--- src/rtl/riscv32_mem_pkg.sv ---
// Shared memory-subsystem definitions: arbiter state encoding, master IDs and
// the default RAM address/data widths.
package riscv32_mem_pkg;

  localparam int unsigned DEF_AW  = 8;
  localparam int unsigned DEF_DW  = 32;
  // Burst counter width; holds MAX_BURST values up to 15.
  localparam int unsigned BURST_W = 4;

  typedef enum logic [1:0] {
    IDLE   = 2'd0,
    ACCESS = 2'd1,
    ACK    = 2'd2
  } arbStateT;

  typedef enum logic {
    M0 = 1'b0,
    M1 = 1'b1
  } masterT;

  // The master that is not m.
  function automatic masterT otherMaster(input masterT m);
    return (m == M0) ? M1 : M0;
  endfunction

endpackage

--- src/rtl/ram_arb_pick.sv ---
// Combinational winner selection for memory_ram_arbiter.
// A locked re-grant to the current holder takes precedence while its burst
// budget lasts; otherwise a lone requester wins and ties are broken by
// fixed priority (M0) or, with RAM_ARB_RR_EN defined, round-robin against
// lastGrant.
// Ports:
//   ackPhase      - arbiter is in its ACK state (lock is only honoured there)
//   req, lock     - {M1, M0} request and lock bits
//   grant         - master of the transaction now completing
//   lastGrant     - most recent winner (RAM_ARB_RR_EN builds only)
//   burstCnt      - locked re-grants issued to the holder so far
//   winner_c      - selected master
//   anyReq_c      - at least one request pending
//   lockRegrant_c - the selection is a locked re-grant to the holder
module ram_arb_pick
  import riscv32_mem_pkg::*;
#(
  parameter int unsigned MAX_BURST = 4
) (
  input  logic               ackPhase,
  input  logic [1:0]         req,
  input  logic [1:0]         lock,
  input  masterT             grant,
`ifdef RAM_ARB_RR_EN
  input  masterT             lastGrant,
`endif
  input  logic [BURST_W-1:0] burstCnt,
  output masterT             winner_c,
  output logic               anyReq_c,
  output logic               lockRegrant_c
);

  logic holdReq;
  logic holdLock;
  logic lockHold;

  always_comb begin
    holdReq       = (grant == M1) ? req[1]  : req[0];
    holdLock      = (grant == M1) ? lock[1] : lock[0];
    lockHold      = ackPhase && holdReq && holdLock &&
                    (burstCnt < BURST_W'(MAX_BURST));
    anyReq_c      = |req;
    winner_c      = M0;
    lockRegrant_c = 1'b0;

    if (lockHold) begin
      winner_c = grant;
    end else if (req[0] && req[1]) begin
`ifdef RAM_ARB_RR_EN
      winner_c = otherMaster(lastGrant);
`else
      winner_c = M0;
`endif
    end else if (req[1]) begin
      winner_c = M1;
    end else begin
      winner_c = M0;
    end

    // Holder re-granted with lock up, including the uncontested case past
    // the budget; the counter saturates in that case.
    lockRegrant_c = ackPhase && holdReq && holdLock && (winner_c == grant);
  end

endmodule

--- src/rtl/memory_ram_arbiter.sv ---
// Two-master arbiter in front of the data RAM. M0 is the CPU data port, M1 a
// secondary master (loader, debug/DMA). Single-word transactions run
// IDLE -> ACCESS (one-cycle RAM strobe) -> ACK (one-cycle ACK pulse with read
// data); back-to-back requests go straight from ACK to ACCESS.
// Optional macro RAM_ARB_RR_EN: round-robin tie break (default: M0 priority).
// Ports:
//   iCLK, iRST                - clock, async active-low reset
//   iMx_REQ/WR/LOCK/ADDR/WDATA - master request bus, x = 0/1
//   oMx_ACK, oMx_RDATA        - completion pulse and held read data
//   oRAM_CE/RD/WR/ADDR/DATA   - registered RAM strobes, address, write data
//   iRAM_DATA                 - RAM read data, valid while CE and RD are high
module memory_ram_arbiter
  import riscv32_mem_pkg::*;
#(
  parameter int unsigned AW        = DEF_AW,
  parameter int unsigned DW        = DEF_DW,
  parameter int unsigned MAX_BURST = 4
) (
  input  logic          iCLK,
  input  logic          iRST,
  input  logic          iM0_REQ,
  input  logic          iM0_WR,
  input  logic          iM0_LOCK,
  input  logic [AW-1:0] iM0_ADDR,
  input  logic [DW-1:0] iM0_WDATA,
  input  logic          iM1_REQ,
  input  logic          iM1_WR,
  input  logic          iM1_LOCK,
  input  logic [AW-1:0] iM1_ADDR,
  input  logic [DW-1:0] iM1_WDATA,
  output logic          oM0_ACK,
  output logic [DW-1:0] oM0_RDATA,
  output logic          oM1_ACK,
  output logic [DW-1:0] oM1_RDATA,
  output logic          oRAM_CE,
  output logic          oRAM_RD,
  output logic          oRAM_WR,
  output logic [AW-1:0] oRAM_ADDR,
  output logic [DW-1:0] oRAM_DATA,
  input  logic [DW-1:0] iRAM_DATA
);

  arbStateT           state;
  masterT             grant;
  logic [BURST_W-1:0] burstCnt;
`ifdef RAM_ARB_RR_EN
  masterT             lastGrant;
`endif

  masterT        winner;
  logic          anyReq;
  logic          lockRegrant;
  logic          grantNow;
  logic          selWr;
  logic [AW-1:0] selAddr;
  logic [DW-1:0] selWdata;

  ram_arb_pick #(
    .MAX_BURST (MAX_BURST)
  ) uPick (
    .ackPhase      (state == ACK),
    .req           ({iM1_REQ, iM0_REQ}),
    .lock          ({iM1_LOCK, iM0_LOCK}),
    .grant         (grant),
`ifdef RAM_ARB_RR_EN
    .lastGrant     (lastGrant),
`endif
    .burstCnt      (burstCnt),
    .winner_c      (winner),
    .anyReq_c      (anyReq),
    .lockRegrant_c (lockRegrant)
  );

  // Request bus of the arbitration winner.
  assign selWr    = (winner == M1) ? iM1_WR    : iM0_WR;
  assign selAddr  = (winner == M1) ? iM1_ADDR  : iM0_ADDR;
  assign selWdata = (winner == M1) ? iM1_WDATA : iM0_WDATA;

  // A new grant is issued from IDLE or ACK whenever anyone is requesting.
  assign grantNow = anyReq && ((state == IDLE) || (state == ACK));

  // Arbiter FSM, burst counter and registered RAM/master outputs.
  always_ff @(posedge iCLK or negedge iRST) begin
    if (!iRST) begin
      state     <= IDLE;
      grant     <= M0;
      burstCnt  <= '0;
`ifdef RAM_ARB_RR_EN
      lastGrant <= M1;
`endif
      oM0_ACK   <= 1'b0;
      oM1_ACK   <= 1'b0;
      oM0_RDATA <= '0;
      oM1_RDATA <= '0;
      oRAM_CE   <= 1'b0;
      oRAM_RD   <= 1'b0;
      oRAM_WR   <= 1'b0;
      oRAM_ADDR <= '0;
      oRAM_DATA <= '0;
    end else begin
      // Strobes and ACKs are single-cycle pulses.
      oRAM_CE <= 1'b0;
      oRAM_RD <= 1'b0;
      oRAM_WR <= 1'b0;
      oM0_ACK <= 1'b0;
      oM1_ACK <= 1'b0;

      if (grantNow) begin
        grant     <= winner;
`ifdef RAM_ARB_RR_EN
        lastGrant <= winner;
`endif
        oRAM_CE   <= 1'b1;
        oRAM_RD   <= ~selWr;
        oRAM_WR   <= selWr;
        oRAM_ADDR <= selAddr;
        oRAM_DATA <= selWdata;
      end

      case (state)
        IDLE: begin
          burstCnt <= '0;
          if (anyReq) begin
            state <= ACCESS;
          end
        end

        ACCESS: begin
          // Completes even if the master dropped REQ during the access.
          state <= ACK;
          if (grant == M1) begin
            oM1_ACK <= 1'b1;
            if (oRAM_RD) begin
              oM1_RDATA <= iRAM_DATA;
            end
          end else begin
            oM0_ACK <= 1'b1;
            if (oRAM_RD) begin
              oM0_RDATA <= iRAM_DATA;
            end
          end
        end

        ACK: begin
          if (anyReq) begin
            state <= ACCESS;
            if (winner != grant) begin
              burstCnt <= '0;
            end else if (lockRegrant && (burstCnt < BURST_W'(MAX_BURST))) begin
              burstCnt <= burstCnt + BURST_W'(1);
            end
          end else begin
            state    <= IDLE;
            burstCnt <= '0;
          end
        end

        default: begin
          state <= IDLE;
        end
      endcase
    end
  end

endmodule

--- config.mk ---
export PLATFORM = sky130hd
export DESIGN_NAME = memory_ram_arbiter
export DESIGN_NICKNAME = d
export VERILOG_FILES = /design/src/rtl/riscv32_mem_pkg.sv /design/src/rtl/ram_arb_pick.sv /design/src/rtl/memory_ram_arbiter.sv
export SDC_FILE = /design/constraint.sdc
export NUM_CORES = 1
export LEC_CHECK = 0
export BUFFER_PORTS_ARGS = -buffer_cell sky130_fd_sc_hd__buf_2
export CAP_MARGIN = 20
export CORE_MARGIN = 2
export CORE_UTILIZATION = 25
export DETAILED_ROUTE_END_ITERATION = 10
export PLACE_DENSITY_LB_ADDON = 0.12
export SYNTH_ARGS = -nofsm -noshare
export SYNTH_HDL_FRONTEND = slang
export SYNTH_HIERARCHICAL = 1
export SYNTH_SLANG_ARGS = --single-unit
export TNS_END_PERCENT = 1
--- constraint.sdc ---
create_clock -name iCLK -period 3.98 [get_ports iCLK]
set_input_delay 0.199 -clock iCLK [delete_from_list [all_inputs] [get_ports iCLK]]
set_output_delay 0.199 -clock iCLK [all_outputs]
set_load 0.02 [all_outputs]
==> results.json <==
{
  "fp.dieW_um": 142,
  "wire_per_inst_um": 14.5,
  "cts_setup_buffers": 0,
  "ys.flop_type": "dfrtp_1",
  "ys_ff_latch": 116,
  "preCtsSetupSlack_ps": 1550,
  "netlist_instances": 360,
  "htreeDepth": 4,
  "syn_area_per_cell_um2": 13.2,
  "rows": 50,
  "insertion_delay_ps": 410,
  "cts_hold_buf": 2,
  "status": "finished, final reports clean",
  "cp_slowest_cell": "a21oi_4",
  "synth_edf_count": 0,
  "fin_setup_tns_ps": 0,
  "vias": 3601,
  "hp-class": "input pin to flop",
  "path_cells": "nor2b_1, nand4_1, a21oi_4, buf_4, mux2i_1, o21ai_0",
  "core-area_mm2": 0.0187,
  "rsz0062_at_grt": "no",
  "cts.clk_slew.worst_paths_ps": 50,
  "gp_congestion": 0.729,
  "min_delay_worst_endpoint": "oM0_RDATA[4]",
  "drive_gt1_share_pct": 54.8,
  "critPathMaxStageDelay_ps": 510,
  "yosysSeqAreaShare_pct": 61.1,
  "avgViaCountPerCell": 4.27,
  "drv_cap": 0,
  "cts_resized": 0,
  "p_leak_nw": 3.32,
  "netlist_area_mm2": 0.00475,
  "relSlewSlack_pct": 38.2,
  "grt_pass1_vias": 3822,
  "initial_core_util_pct": 25.4,
  "critPathKind": "flop to flop",
  "min_from": "iRAM_DATA[4]",
  "powerDensity_mw_per_mm2": 707,
  "cts_buffers": 17,
  "die_h_um": 142,
  "worst-r2r-cell-count": 6,
  "min_period_ps": 2330,
  "final_antenna_net_count": 0,
  "cp.required_ps": 4270,
  "synth.distinct_cells": 31,
  "antenna_found_initial": 1,
  "ir_worst_vdd_mv": 0.278,
  "dieArea_mm2": 0.0201,
  "async_reset_ff_share_pct": 100,
  "arrival_ps": 2620,
  "startpoint_type": "flop",
  "finalSetupViolCount": 0,
  "clock_path_buffers": 2,
  "dpl.hpwl_um": 8810,
  "finalClockSkew_ps": 10.1,
  "endpoint_kind": "flop",
  "r2r-start": "state[1]",
  "cts_tree": "yes",
  "cp_max_fo": 24,
  "whs_ps": 31.9,
  "firstDrtPassIters": 4,
  "num_io_pins": 229,
  "drc_errors": 0,
  "hold_depth": 2,
  "fin_ws_ps": 1650,
  "r2r-end": "oRAM_DATA[6]",
  "port_buffers": 228,
  "root_buffer": "clkbuf_16",
  "report.final.slew_viol_count": 0,
  "synth_nets": 481,
  "fmax_ghz": 0.429,
  "cts_sinks": 116,
  "hold_viol": 0,
  "final.period_utilization_pct": 58.5,
  "tightest_slew_ps": 926,
  "rrSetupSlack_ps": 1650,
  "synthToLayoutAreaGrowth_pct": 43.0,
  "grt_max_degree": 72,
  "drt-initial-drc-count": 121,
  "overflow": 0,
  "nets": 717,
  "wirelength_um": 12300,
  "yosys_warnings": 6,
  "grt_pass1_wl_um": 19700,
  "gr-usage-all-layers_pct": 12.6
}
## where the power goes
group / switching [W] / internal [W]
logic: 0.000882 / 0.000587
clock network: 0.000553 / 0.00103
registers: 0.000182 / 0.00157
## cells in the mapped netlist (all sizes together) (3+ instances only)
cell    count  area [µm²]
dfrtp     116        2900
mux2       64         721
nand2      45         169
mux2i      42         420
o21ai      42         210
buf        16         106
inv         5        18.8
clkbuf      4        15.0
nor2        3        11.3
nor2b       3        18.8
## layout by cell type, fill, tap and decap left out, types with 2 or more instances in the layout
cell,synthesis,final
mux2_2,60,60
clkinv_2,0,3
clkbuf_16,0,17
nand2_1,45,45
dfrtp_1,116,116
bufinv_16,0,3
clkinvlp_4,0,4
and2_1,2,2
o21ai_0,41,41
nor2b_1,3,3
buf_2,10,227
dlygate4sd3_1,0,2
nand4_1,2,2
mux2_1,4,4
mux2i_1,42,42
clkbuf_8,0,3
nor2_1,3,3
buf_4,3,7
inv_1,5,5
## final cells by class
cell class / instances / area [µm²]
inverter: 5 / 18.8
antenna: 1 / 2.50
timing repair buffer: 237 / 1230
clock inverter: 12 / 153
fill: 1879 / 11900
sequential: 116 / 2900
clock buffer: 20 / 467
tap: 234 / 293
multi-input combinational: 219 / 1730
## worst max-delay path: cells and delay by family, from the launching register on
kind                   cells  cell delay [ps]
AO/OA/AOI/OAI              2              600
buffers and inverters      1              470
flip-flops                 1              450
multiplexers               1              260
AND/OR/NAND/NOR            2              400
## worst max path at each step
stage                   from            end  slack, ps  cells past startpoint
floorplan              grant    burstCnt[1]       2250                      6
global placement    state[1]   oRAM_DATA[3]       1720                      6
detailed placement  state[1]   oRAM_DATA[0]       1550                      6
CTS                 state[1]   oRAM_DATA[0]       1570                      6
global route        state[1]  oRAM_DATA[16]       1450                      6
finish              state[1]   oRAM_DATA[6]       1650                      6
## per-stage QoR
step | cell area (µm²) | cells | utilization, % | power [W]
2_1_floorplan | 4750 | 360 | - | 0.00266
3_3_place_gp | 6130 | 808 | 32.8 | 0.00324
3_5_place_dp | 6130 | 808 | 32.8 | 0.00326
4_1_cts | 6770 | 842 | 36.2 | 0.00489
5_1_grt | 6790 | 843 | 36.3 | 0.00510
6_report | 6790 | 844 | 36.3 | 0.00481
## kinds of logic (layout without fill, tap and decap cells)
family | after synthesis | count (layout) | share of synthesized area (%)
adders and majority gates | 1 | 1 | 0.263
and+or+nand+nor | 63 | 63 | 6.21
muxes | 106 | 106 | 24.0
other | 0 | 1 | 0
xor gates and xnor gates | 1 | 1 | 0.184
buffers and inverters | 25 | 274 | 2.95
DFF | 116 | 116 | 61.1
AOI/OAI and AO/OA | 48 | 48 | 5.29
## layer usage
metal | global-route usage [%] | routed length (µm) | up-vias
li1 | - | - | 1729
met1 | 15.8 | 5490 | 1693
met2 | 19.5 | 5470 | 169
met3 | 4.93 | 1120 | 10
met4 | 5.05 | 177 | 0
met5 | 0 | 0 | -
## registers in the layout (all words and copies together), names as in the netlist
signal     count
burstCnt       4
grant          1
oM0_ACK        1
oM0_RDATA     32
oM1_ACK        1
oM1_RDATA     32
oRAM_ADDR      8
oRAM_CE        1
oRAM_DATA     32
oRAM_RD        1
oRAM_WR        1
state          2
Note: power is estimated with default switching activity, not from simulation.
